<file path="src/rtl/eth_mii_fcs_tx.sv">
// -----------------------------------------------------------------------------
// eth_mii_fcs_tx
//
// Last stage of the video-capture Ethernet TX path. Forwards the upstream frame
// nibble stream (preamble, SFD and payload) to the MII pins with one cycle of
// latency. Appends the IEEE 802.3 CRC-32 FCS directly after the last payload
// nibble and then enforces the inter-frame gap. Frames that start while the
// block is still busy are dropped and flagged.
//
// Ports
//   eth_clk         in   MII TX clock; all logic on its rising edge
//   rst             in   synchronous, active-high reset
//   with_usr        in   frame nibble, low nibble of each byte first
//   with_usr_valid  in   nibble valid; one contiguous high run = one frame
//   eth_txd         out  MII TXD (registered)
//   eth_tx_en       out  MII TX_EN (registered)
//   busy            out  high whenever the FSM is not idle
//   err_overlap     out  1-cycle pulse: frame started during FCS/IFG (dropped)
//   err_odd         out  1-cycle pulse at frame end: odd CRC-covered nibble count
//   frame_cnt       out  frames completed with FCS, wraps at 16 bits
// -----------------------------------------------------------------------------
module eth_mii_fcs_tx #(
    parameter int unsigned PREAMBLE_NIBBLES = 16,
    parameter int unsigned IFG_NIBBLES      = 24
) (
    input  logic        eth_clk,
    input  logic        rst,
    input  logic [3:0]  with_usr,
    input  logic        with_usr_valid,
    output logic [3:0]  eth_txd,
    output logic        eth_tx_en,
    output logic        busy,
    output logic        err_overlap,
    output logic        err_odd,
    output logic [15:0] frame_cnt
);

    localparam logic [31:0] CRC_POLY = 32'hEDB88320;
    localparam logic [31:0] CRC_INIT = 32'hFFFFFFFF;
    localparam logic [15:0] PRE_CNT  = 16'(PREAMBLE_NIBBLES);
    localparam logic [15:0] CNT_MAX  = 16'hFFFF;

    localparam int unsigned GAP_W = (IFG_NIBBLES > 1) ? $clog2(IFG_NIBBLES) : 1;
    localparam logic [GAP_W-1:0] GAP_LAST = GAP_W'(IFG_NIBBLES - 1);

    typedef enum logic [2:0] {
        StIdle,
        StData,
        StFcs,
        StIfg,
        StDrop
    } state_e;

    // Reflected CRC-32, four bit-steps per nibble, nibble bit 0 first.
    function automatic logic [31:0] crc_fold(input logic [31:0] crc, input logic [3:0] nib);
        logic [31:0] c;
        c = crc;
        for (int i = 0; i < 4; i++) begin
            if (c[0] ^ nib[i]) begin
                c = (c >> 1) ^ CRC_POLY;
            end else begin
                c = c >> 1;
            end
        end
        return c;
    endfunction

    state_e           state_q, state_d;
    logic [3:0]       txd_q, txd_d;
    logic             en_q, en_d;
    logic [15:0]      nib_cnt_q, nib_cnt_d;
    logic [31:0]      crc_q, crc_d;
    logic [2:0]       fcs_idx_q, fcs_idx_d;
    logic [GAP_W-1:0] gap_cnt_q, gap_cnt_d;
    logic             valid_q;
    logic [15:0]      frame_cnt_q, frame_cnt_d;
    logic             err_odd_q, err_odd_d;
    logic             err_ovl_q, err_ovl_d;
    logic             valid_rise;

    assign valid_rise = with_usr_valid & ~valid_q;

    // -------------------------------------------------------------------------
    // State and datapath registers
    // -------------------------------------------------------------------------
    always_ff @(posedge eth_clk) begin
        if (rst) begin
            state_q     <= StIdle;
            txd_q       <= 4'h0;
            en_q        <= 1'b0;
            nib_cnt_q   <= 16'd0;
            crc_q       <= CRC_INIT;
            fcs_idx_q   <= 3'd0;
            gap_cnt_q   <= '0;
            valid_q     <= 1'b0;
            frame_cnt_q <= 16'd0;
            err_odd_q   <= 1'b0;
            err_ovl_q   <= 1'b0;
        end else begin
            state_q     <= state_d;
            txd_q       <= txd_d;
            en_q        <= en_d;
            nib_cnt_q   <= nib_cnt_d;
            crc_q       <= crc_d;
            fcs_idx_q   <= fcs_idx_d;
            gap_cnt_q   <= gap_cnt_d;
            valid_q     <= with_usr_valid;
            frame_cnt_q <= frame_cnt_d;
            err_odd_q   <= err_odd_d;
            err_ovl_q   <= err_ovl_d;
        end
    end

    // -------------------------------------------------------------------------
    // Next-state logic
    // -------------------------------------------------------------------------
    always_comb begin
        state_d = state_q;
        case (state_q)
            StIdle: begin
                if (with_usr_valid) begin
                    state_d = StData;
                end
            end
            StData: begin
                if (!with_usr_valid) begin
                    state_d = StFcs;
                end
            end
            StFcs: begin
                if (fcs_idx_q == 3'd7) begin
                    state_d = StIfg;
                end
            end
            StIfg: begin
                // valid is always low on FCS entry, so valid still high here can
                // only mean an overlapping frame started during FCS/IFG.
                if (gap_cnt_q == GAP_LAST) begin
                    state_d = with_usr_valid ? StDrop : StIdle;
                end
            end
            StDrop: begin
                if (!with_usr_valid) begin
                    state_d = StIdle;
                end
            end
            default: state_d = StIdle;
        endcase
    end

    // -------------------------------------------------------------------------
    // Output and datapath next-values
    // -------------------------------------------------------------------------
    always_comb begin
        txd_d       = 4'h0;
        en_d        = 1'b0;
        nib_cnt_d   = nib_cnt_q;
        crc_d       = crc_q;
        fcs_idx_d   = fcs_idx_q;
        gap_cnt_d   = gap_cnt_q;
        frame_cnt_d = frame_cnt_q;
        err_odd_d   = 1'b0;
        err_ovl_d   = 1'b0;

        case (state_q)
            StIdle: begin
                if (with_usr_valid) begin
                    txd_d     = with_usr;
                    en_d      = 1'b1;
                    nib_cnt_d = 16'd1;
                    // With no preamble exclusion the very first nibble is covered.
                    crc_d     = (PREAMBLE_NIBBLES == 0) ? crc_fold(CRC_INIT, with_usr) : CRC_INIT;
                end
            end
            StData: begin
                if (with_usr_valid) begin
                    txd_d = with_usr;
                    en_d  = 1'b1;
                    if (nib_cnt_q != CNT_MAX) begin
                        nib_cnt_d = nib_cnt_q + 16'd1;
                    end
                    // Once saturated nib_cnt stays >= PRE_CNT, so folding continues.
                    if (nib_cnt_q >= PRE_CNT) begin
                        crc_d = crc_fold(crc_q, with_usr);
                    end
                end else begin
                    // First FCS nibble goes out on the edge that sees valid fall,
                    // keeping data and FCS back-to-back on TX_EN.
                    txd_d     = ~crc_q[3:0];
                    en_d      = 1'b1;
                    fcs_idx_d = 3'd1;
                    err_odd_d = (nib_cnt_q > PRE_CNT) && (nib_cnt_q[0] != PRE_CNT[0]);
                end
            end
            StFcs: begin
                txd_d     = ~crc_q[{fcs_idx_q, 2'b00} +: 4];
                en_d      = 1'b1;
                err_ovl_d = valid_rise;
                if (fcs_idx_q == 3'd7) begin
                    fcs_idx_d   = 3'd0;
                    gap_cnt_d   = '0;
                    frame_cnt_d = frame_cnt_q + 16'd1;
                end else begin
                    fcs_idx_d = fcs_idx_q + 3'd1;
                end
            end
            StIfg: begin
                gap_cnt_d = gap_cnt_q + 1'b1;
                err_ovl_d = valid_rise;
            end
            StDrop: begin
                // Discard nibbles; outputs stay idle.
            end
            default: begin
            end
        endcase
    end

    assign eth_txd     = txd_q;
    assign eth_tx_en   = en_q;
    assign busy        = (state_q != StIdle);
    assign err_overlap = err_ovl_q;
    assign err_odd     = err_odd_q;
    assign frame_cnt   = frame_cnt_q;

endmodule

</file>
<file path="config.mk">
export PLATFORM = sky130hd
export DESIGN_NAME = eth_mii_fcs_tx
export DESIGN_NICKNAME = d
export VERILOG_FILES = /design/src/rtl/eth_mii_fcs_tx.sv
export SDC_FILE = /design/constraint.sdc
export NUM_CORES = 1
export LEC_CHECK = 0
export ABC_AREA = 1
export CORE_ASPECT_RATIO = 0.5
export CORE_MARGIN = 10
export CORE_UTILIZATION = 65
export CTS_BUF_LIST = sky130_fd_sc_hd__clkbuf_2
export CTS_CLUSTER_DIAMETER = 120
export DETAILED_ROUTE_END_ITERATION = 8
export PLACE_DENSITY = 0.94
export RECOVER_POWER = 25
export SYNTH_ARGS = -nofsm -noshare
export SYNTH_HDL_FRONTEND = slang
export SYNTH_SLANG_ARGS = --single-unit
</file>
<file path="constraint.sdc">
create_clock -name eth_clk -period 2.9 [get_ports eth_clk]
set_input_delay 0.725 -clock eth_clk [delete_from_list [all_inputs] [get_ports eth_clk]]
set_output_delay 0.725 -clock eth_clk [all_outputs]
set_load 0.02 [all_outputs]
</file>
# Word-level counts from Yosys, hierarchy flattened
# Cells that the tools add are included.
[op_classes]
bitwise_logic = 14
n_lt_le_gt_ge = 2
add_sub_neg = 4
shifts = 1
muxes = 38
n_eq_ne = 15
reduce_logical = 16
[op_table]
columns = ["op", "count"]
rows = [
  ["two-way mux 32 bit", 16],
  ["case mux 32 bit (2 select lines)", 1],
  ["inverter 13 -> 14 bit", 4],
  ["two-way mux 16 bit", 3],
  ["adder 16 x 1 -> 16 bit (second input constant)", 2],
  ["case mux 16 bit (2 select lines)", 1],
  ["indexed part select 32 x 6 -> 4 bit", 1],
  ["two-way mux 3 bit", 8],
  [">= comparator 16 x 5 -> 1 bit (second input constant)", 1],
  ["> comparator 16 x 5 -> 1 bit (second input constant)", 1],
  ["!= test 16 bit (second input constant)", 1],
  ["!= test 2 bit (second input constant)", 8],
  ["case mux 3 bit (5 select lines)", 1],
  ["case mux 4 bit (3 select lines)", 1],
  ["case mux 5 bit (2 select lines)", 1],
  ["two-way mux 4 bit", 2],
  ["inverter 4 bit", 2],
  ["AND reduction 4 bit", 2],
  ["== test 3 x 2 -> 1 bit (second input constant)", 2],
  ["== test 3 bit (second input constant)", 2],
  ["case mux 3 bit (2 select lines)", 1],
  ["AND reduction 2 bit", 3],
  ["nonzero test 2 bit", 3],
  ["OR reduction 2 bit", 3],
  ["other kinds (15)", 20],
]
[word_totals]
regBits = 83
output_inout_bits = 24

# Longest topological paths before layout
[logic_depth]
ltp_word = 20
ltp_mapped = 10

# Least setup slack after synthesis
# No wires, ideal clock.
[synth_path]
path_kind = "input to register"
from = "input with_usr[1]"
to = "register crc_q[22]"
stages = 8
arrival_ns = 1.567
setup_slack_ns = 1.216
setup_time_ns = 0.117
path_cell_list = "inv_1 -> nand2_1 -> nand2_2 -> buf_2 -> xor2_1 -> nor2_1 -> o21ai_0 -> nand2_1"
[synth_between]
elab_chain_cells = 14
[synth_lines]
columns = ["item", "line_no", "rtl"]
rows = [
  ["start, declared", "28", "input logic [3:0] with_usr,"],
  ["XOR 1 bit (*)", "59", "if (c[0] ^ nib[i]) begin"],
  ["two-way mux 32 bit (*)", "59", ""],
  ["two-way mux 32 bit (*)", "183", "if (nib_cnt_q >= PRE_CNT) begin"],
  ["two-way mux 32 bit (*)", "176", "if (with_usr_valid) begin"],
  ["two-way mux 32 bit (*)", "165", "case (state_q)"],
  ["inverter 13 -> 14 bit (no source line)", "-", ""],
  ["two-way mux 32 bit (*)", "59", ""],
  ["two-way mux 32 bit (*)", "183", ""],
  ["two-way mux 32 bit (*)", "176", ""],
  ["two-way mux 32 bit (*)", "165", ""],
  ["two-way mux 32 bit (*)", "59", ""],
  ["two-way mux 32 bit (*)", "183", ""],
  ["two-way mux 32 bit (*)", "176", ""],
  ["case mux 32 bit (2 select lines) (*)", "165", ""],
  ["end signal, assigned", "104", "crc_q <= crc_d;"],
  ["end, declared", "72", "logic [31:0] crc_q, crc_d;"],
]
# Mark *: on every way between the ends. The rest lies on a longest branch, timed or not. The select of a mux whose other input is x is not followed.
# A chain may end at the register's enable or synchronous reset.

# Worst setup path after layout
[layout_path]
from = "register state_q[0]"
to = "output busy"
[layout_between]
elab_chain_cells = 1
[layout_lines]
columns = ["item", "line_no", "rtl"]
rows = [
  ["start, declared", "68", "state_e state_q, state_d;"],
  ["start signal, assigned", "88", "state_q <= StIdle;"],
  ["start signal, assigned", "100", "state_q <= state_d;"],
  ["nonzero test 3 bit", "221", "assign busy = (state_q != StIdle);"],
  ["end, declared", "32", "output logic busy,"],
]
# No other way between the ends.

==> flow_summary.yaml <==
outcome:
  status: "completed"
synth:
  synth_cell_type_count: 34
  ys_warn_count: 0
  synth_top_area_share_pct: 34.03
  synth_top_cell_by_area: "dfxtp_1"
  synth_area_per_cell_sq_um: 6.285
  synth_area_leaders: "dfxtp_1, nand2_1, nand3_1"
  synth_fp_nets: 790
  ys_seq_area_share_pct: 34.03
  synth_area_sq_mm: 0.004883
  ys_ff_latch: 83
  syn_inst: 777
sta:
  slew_headroom_pct: 20.42
  fin_crit_sh_pct: 90.61
  setup_violations: 0
  hold_viol: 0
  finalClockSkew_ns: 0.02032
  finalCriticalPeriod_ns: 2.628
  rsz0062_at_grt: "false"
  tns_ns: 0
  clock.fmax_mhz: 380.6
  slew_viol_final: 0
  worst_pin_slew_ns: 1.194
critical_path:
  reg2reg_slack_ns: 0.40
  cpMostUsedCell: "inv_1"
  cp_num_cells: 5
  worstPathCellList: "nor2_2 > inv_1 > nor2_1 > inv_1 > clkdlybuf4s50_1"
  reg2reg_to: "nib_cnt_q[0]$_SDFFE_PP0P_"
  path_delay_family: "buffers and inverters"
  cp-start-kind: "flip-flop"
  cp-endpoint: "busy"
  critPathKind: "reg2out"
  cp_slowest_stage_delay_ns: 0.55
  crit_start: "state_q[0]$_SDFFE_PP0P_"
  cp-end-kind: "output port"
  critPathMaxFanout: 4
  slowest_stage: "clkdlybuf4s50_1"
  cp_data_required_time_ns: 2.17
  timing.rr.start: "state_q[1]$_SDFFE_PP0P_"
  arrival_ns: 1.90
  r2r_cells: 8
  crit_buf_inv: 3
die:
  row_count: 22
  die_w_microns: 142.6
  core_area_sq_mm: 0.007322
  die_h_microns: 81.29
  die_area_sq_mm: 0.01159
  io-pin-count: 31
  start_util_pct: 66.70
final_layout:
  n_fill_cell: 601
  final_common_cell: "nand2_1"
  multi_input_area_sq_mm: 0.002728
  regArea_sq_mm: 0.001662
  final_nets: 811
  mostFrequentLayoutCells: "nand2_1, dfxtp_1, inv_1, nand3_1, nor2_1"
  num_antenna_cells: 0
  drive_above_1_share_pct: 5.736
  post-route-cell-area_sq_mm: 0.005243
  syn2layout_area_growth_pct: 7.353
job:
  max-cap-violations: 0
global_route:
  gr-total-overflow: 0
  antenna_found_initial: 0
  grtUsageTotal_pct: 20.80
  grt_pass1_wl_microns: 20130
  grt_max_degree: 44
  grt_pass1_vias: 4541
clock_network:
  cts.repair.resized: 0
  cts.sinks: 83
  cts-root-buf: "clkbuf_2"
  cts_hold_buf: 0
  clk_latency_ns: 0.55
  clk_pin_slew_ns: 0.19
  post-cts-setup-buffer-count: 0
  cts_buffers: 9
  clockBufferDepth: 2
  cts_tree: "done"
  cts_htree_levels: 3
power_and_ir_drop:
  finalPower_w: 0.004013
  irDropWorstVdd_v: 0.0003549
  power.density_mw_per_mm2: 765.4
  leakagePower_nw: 2.260
placement:
  port-buffer-count: 30
  dp_hpwl_microns: 8365
  place_congestion: 0.9374
  place_area_sq_mm: 0.005211
route:
  drt_iter0_drc: 586
  drcViolationCount: 0
  drt-pass1-iter-count: 6
  wire_per_inst_microns: 13.32
  drt-total-wl_microns: 11970
  ant_nets: 0
  num_vias: 4999
  via_per_inst: 5.567
hold_path:
  hp-class: "reg2reg"
  min_path_cells: 1
[state kept, by name, summed over array words and instances (netlist names)]
register     flops
err_odd          1
eth_tx_en        1
nib_cnt_q       16
gap_cnt_q        5
state_q          3
fcs_idx_q        3
frame_cnt       16
valid_q          1
eth_txd          4
err_overlap      1
crc_q           32
[worst min-delay path by stage]
stage / from / to
CTS: valid_q$_SDFF_PP0_ / err_overlap$_SDFF_PP0_
global route: valid_q$_SDFF_PP0_ / err_overlap$_SDFF_PP0_
finish: valid_q$_SDFF_PP0_ / err_overlap$_SDFF_PP0_
floorplan: valid_q$_SDFF_PP0_ / err_overlap$_SDFF_PP0_
global placement: valid_q$_SDFF_PP0_ / err_overlap$_SDFF_PP0_
detailed placement: valid_q$_SDFF_PP0_ / err_overlap$_SDFF_PP0_
[cells by family (layout without fill, tap and decap cells)]
| group | after synthesis | in the layout | share of synthesized area, % |
|---|---|---|---|
| AND/OR/NAND/NOR | 453 | 453 | 39.84 |
| XOR/XNOR | 22 | 22 | 3.946 |
| AO/OA/AOI/OAI | 101 | 101 | 11.32 |
| buffers and inverters | 112 | 137 | 9.326 |
| flip-flops | 83 | 83 | 34.03 |
| adder cells (fa/ha/maj) | 6 | 6 | 1.537 |
[synthesized netlist by cell type]
| cell | count |
|---|---|
| ha_1 | 6 |
| inv_2 | 4 |
| o21bai_1 | 2 |
| clkbuf_1 | 10 |
| nand3_1 | 80 |
| buf_6 | 2 |
| nand2_4 | 1 |
| nand3_4 | 1 |
| a31oi_1 | 3 |
| xnor2_1 | 3 |
| buf_4 | 1 |
| nor3b_2 | 2 |
| nor2_1 | 76 |
| inv_1 | 80 |
| o21ai_2 | 1 |
| nor2_2 | 3 |
| nor3_1 | 12 |
| o211ai_1 | 2 |
| clkinv_1 | 2 |
| o21ai_0 | 38 |
| a21oi_1 | 43 |
| o21ai_1 | 3 |
| nand2_2 | 7 |
| o22ai_1 | 1 |
| a21oi_2 | 7 |
| buf_2 | 13 |
| dfxtp_1 | 83 |
| nand4_1 | 5 |
| xor2_1 | 19 |
| nor2_4 | 6 |
| nand2_1 | 257 |
| o31ai_1 | 1 |
| nor4_1 | 2 |
| nor3b_1 | 1 |
[cell type report]
class | count | area share (%)
clock buffers | 11 | 1.050
multi-input cells | 582 | 52.03
flip-flops and latches | 83 | 31.69
repair buffers | 36 | 6.420
well taps | 96 | 2.291
inverters | 86 | 6.158
clock inverters | 4 | 0.3580
[through the flow]
step	instances	utilization, %	setup WS (ns)	hold slack, ns
after floorplan	777	-	1.216	0.3739
after global placement	883	71.17	0.4720	0.3810
after detailed placement	883	71.17	0.4243	0.3864
after CTS	898	72.18	0.2365	0.4187
after global routing	898	71.60	0.1027	0.4339
final	898	71.60	0.2723	0.4151
[routing by layer]
metal  wire length (microns)  up-vias  part of all wire [%]  GRT usage, %
li1                        -     2507                     -             -
met1                    4922     2242                    41         24.15
met2                    5723      213                    48         36.87
met3                    1052       37                   8.8         5.413
met4                     266        0                   2.2         7.669
met5                       0        -                     0             0
[power by group]
part,total (W),leakage [nW],switching (W),internal (W)
registers,0.00161,0.678,0.000228,0.00138
clock network,0.000491,0.0590,0.000382,0.000109
logic,0.00191,1.52,0.00128,0.000629
Power figures use the tool's default switching activity.
==> patch, RTL diff (config.mk and constraints unchanged) <==
The 5 states of `state_e` get a one-hot encoding in 5 bits.
--- a/src/rtl/eth_mii_fcs_tx.sv
+++ b/src/rtl/eth_mii_fcs_tx.sv
@@ -45,8 +45,8 @@
 
-    typedef enum logic [2:0] {
-        StIdle,
-        StData,
-        StFcs,
-        StIfg,
-        StDrop
+    typedef enum logic [4:0] {
+        StIdle = 5'b00001,
+        StData = 5'b00010,
+        StFcs  = 5'b00100,
+        StIfg  = 5'b01000,
+        StDrop = 5'b10000
     } state_e;
Behaviour: same outputs for any inputs over 10 cycles, from zero or initial values and one cycle with rst high; not proved beyond that.
==> patch against the unedited design <==
- global-route usage up 1.8 points
- the run now ends with max-capacitance violations, max-slew violations left
- synthesized area grew 3.3%
- sequential cell count increased by 2
- worst setup slack improved by 0.027 ns
- final cell count rose by 4.1%
- synthesized cell count grew 4.8%
- routed wire length is 9.5% higher
- final area is 4.5% higher
- non-clock buffer count increased by 3
- utilization is 2.1 points higher
- total power decreased by 22%
- clock skew is 0.0017 ns higher
- highest routed layer unchanged
- sequential power fell by 11%
==> patch: results <==
{
  "max_cap_viol_count": 1,
  "dp_hpwl_um": 8878,
  "clkPwrFrac_pct": 22.3,
  "synth_compound_area_share_pct": 10.00,
  "nets": 848,
  "n_all_inverters": 76,
  "p_sw_uw": 1229,
  "gp_congestion": 0.9010,
  "r2r_setup_slack_ns": 0.63,
  "vias_per_cell": 5.775,
  "cp.arrival_ns": 3.05,
  "synthAdderAreaFrac_pct": 1.489,
  "synth_common_cells": "nand2_1 (288), nand3_1 (107), dfxtp_1 (85)",
  "grt_pass1_wl_um": 22170,
  "critical-path-slowest-cell": "clkbuf_1",
  "status": "finished with violations",
  "avgSynthCellArea_sq_um": 6.195,
  "insertion_delay_ns": 0.59,
  "irDropWorstVdd_mv": 0.2513,
  "seq_cells": 85,
  "drv_slew": 37,
  "via_count": 5400,
  "multi_input_cells": 624,
  "violations": "max-capacitance violations, max-slew violations",
  "nNonClkBuffers": 39,
  "hold_slack_ns": 0.3986,
  "crit_fanout": 36,
  "worst_slew_pin_slew_ns": 1.787
}
-- patch: how the worst max path moves through the flow --
stage,depth (start not counted),startpoint,end
detailed placement,11,with_usr[0],crc_q[27]
finish,5,rst,state_q[4]
global placement,11,with_usr[0],crc_q[27]
CTS,4,state_q[0],busy
global route,5,rst,state_q[4]
floorplan,10,with_usr[2],crc_q[19]
-- patch: stage by stage --
step | cell area [sq um] | utilization, % | setup WS, ns
floorplan | 5042 | - | 1.211
global placement | 5364 | 72.17 | 0.5213
detailed placement | 5364 | 72.17 | 0.4405
CTS | 5490 | 73.87 | 0.1662
global route | 5478 | 73.70 | 0.2154
finish | 5478 | 73.70 | 0.2988
-- patch: per-layer routing --
| layer | global-route usage [%] | share of wire, % |
|---|---|---|
| met1 | 25.87 | 41 |
| met5 | 0 | 0 |
| met3 | 7.289 | 9.7 |
| met2 | 39.04 | 47 |
| met4 | 9.619 | 2.4 |
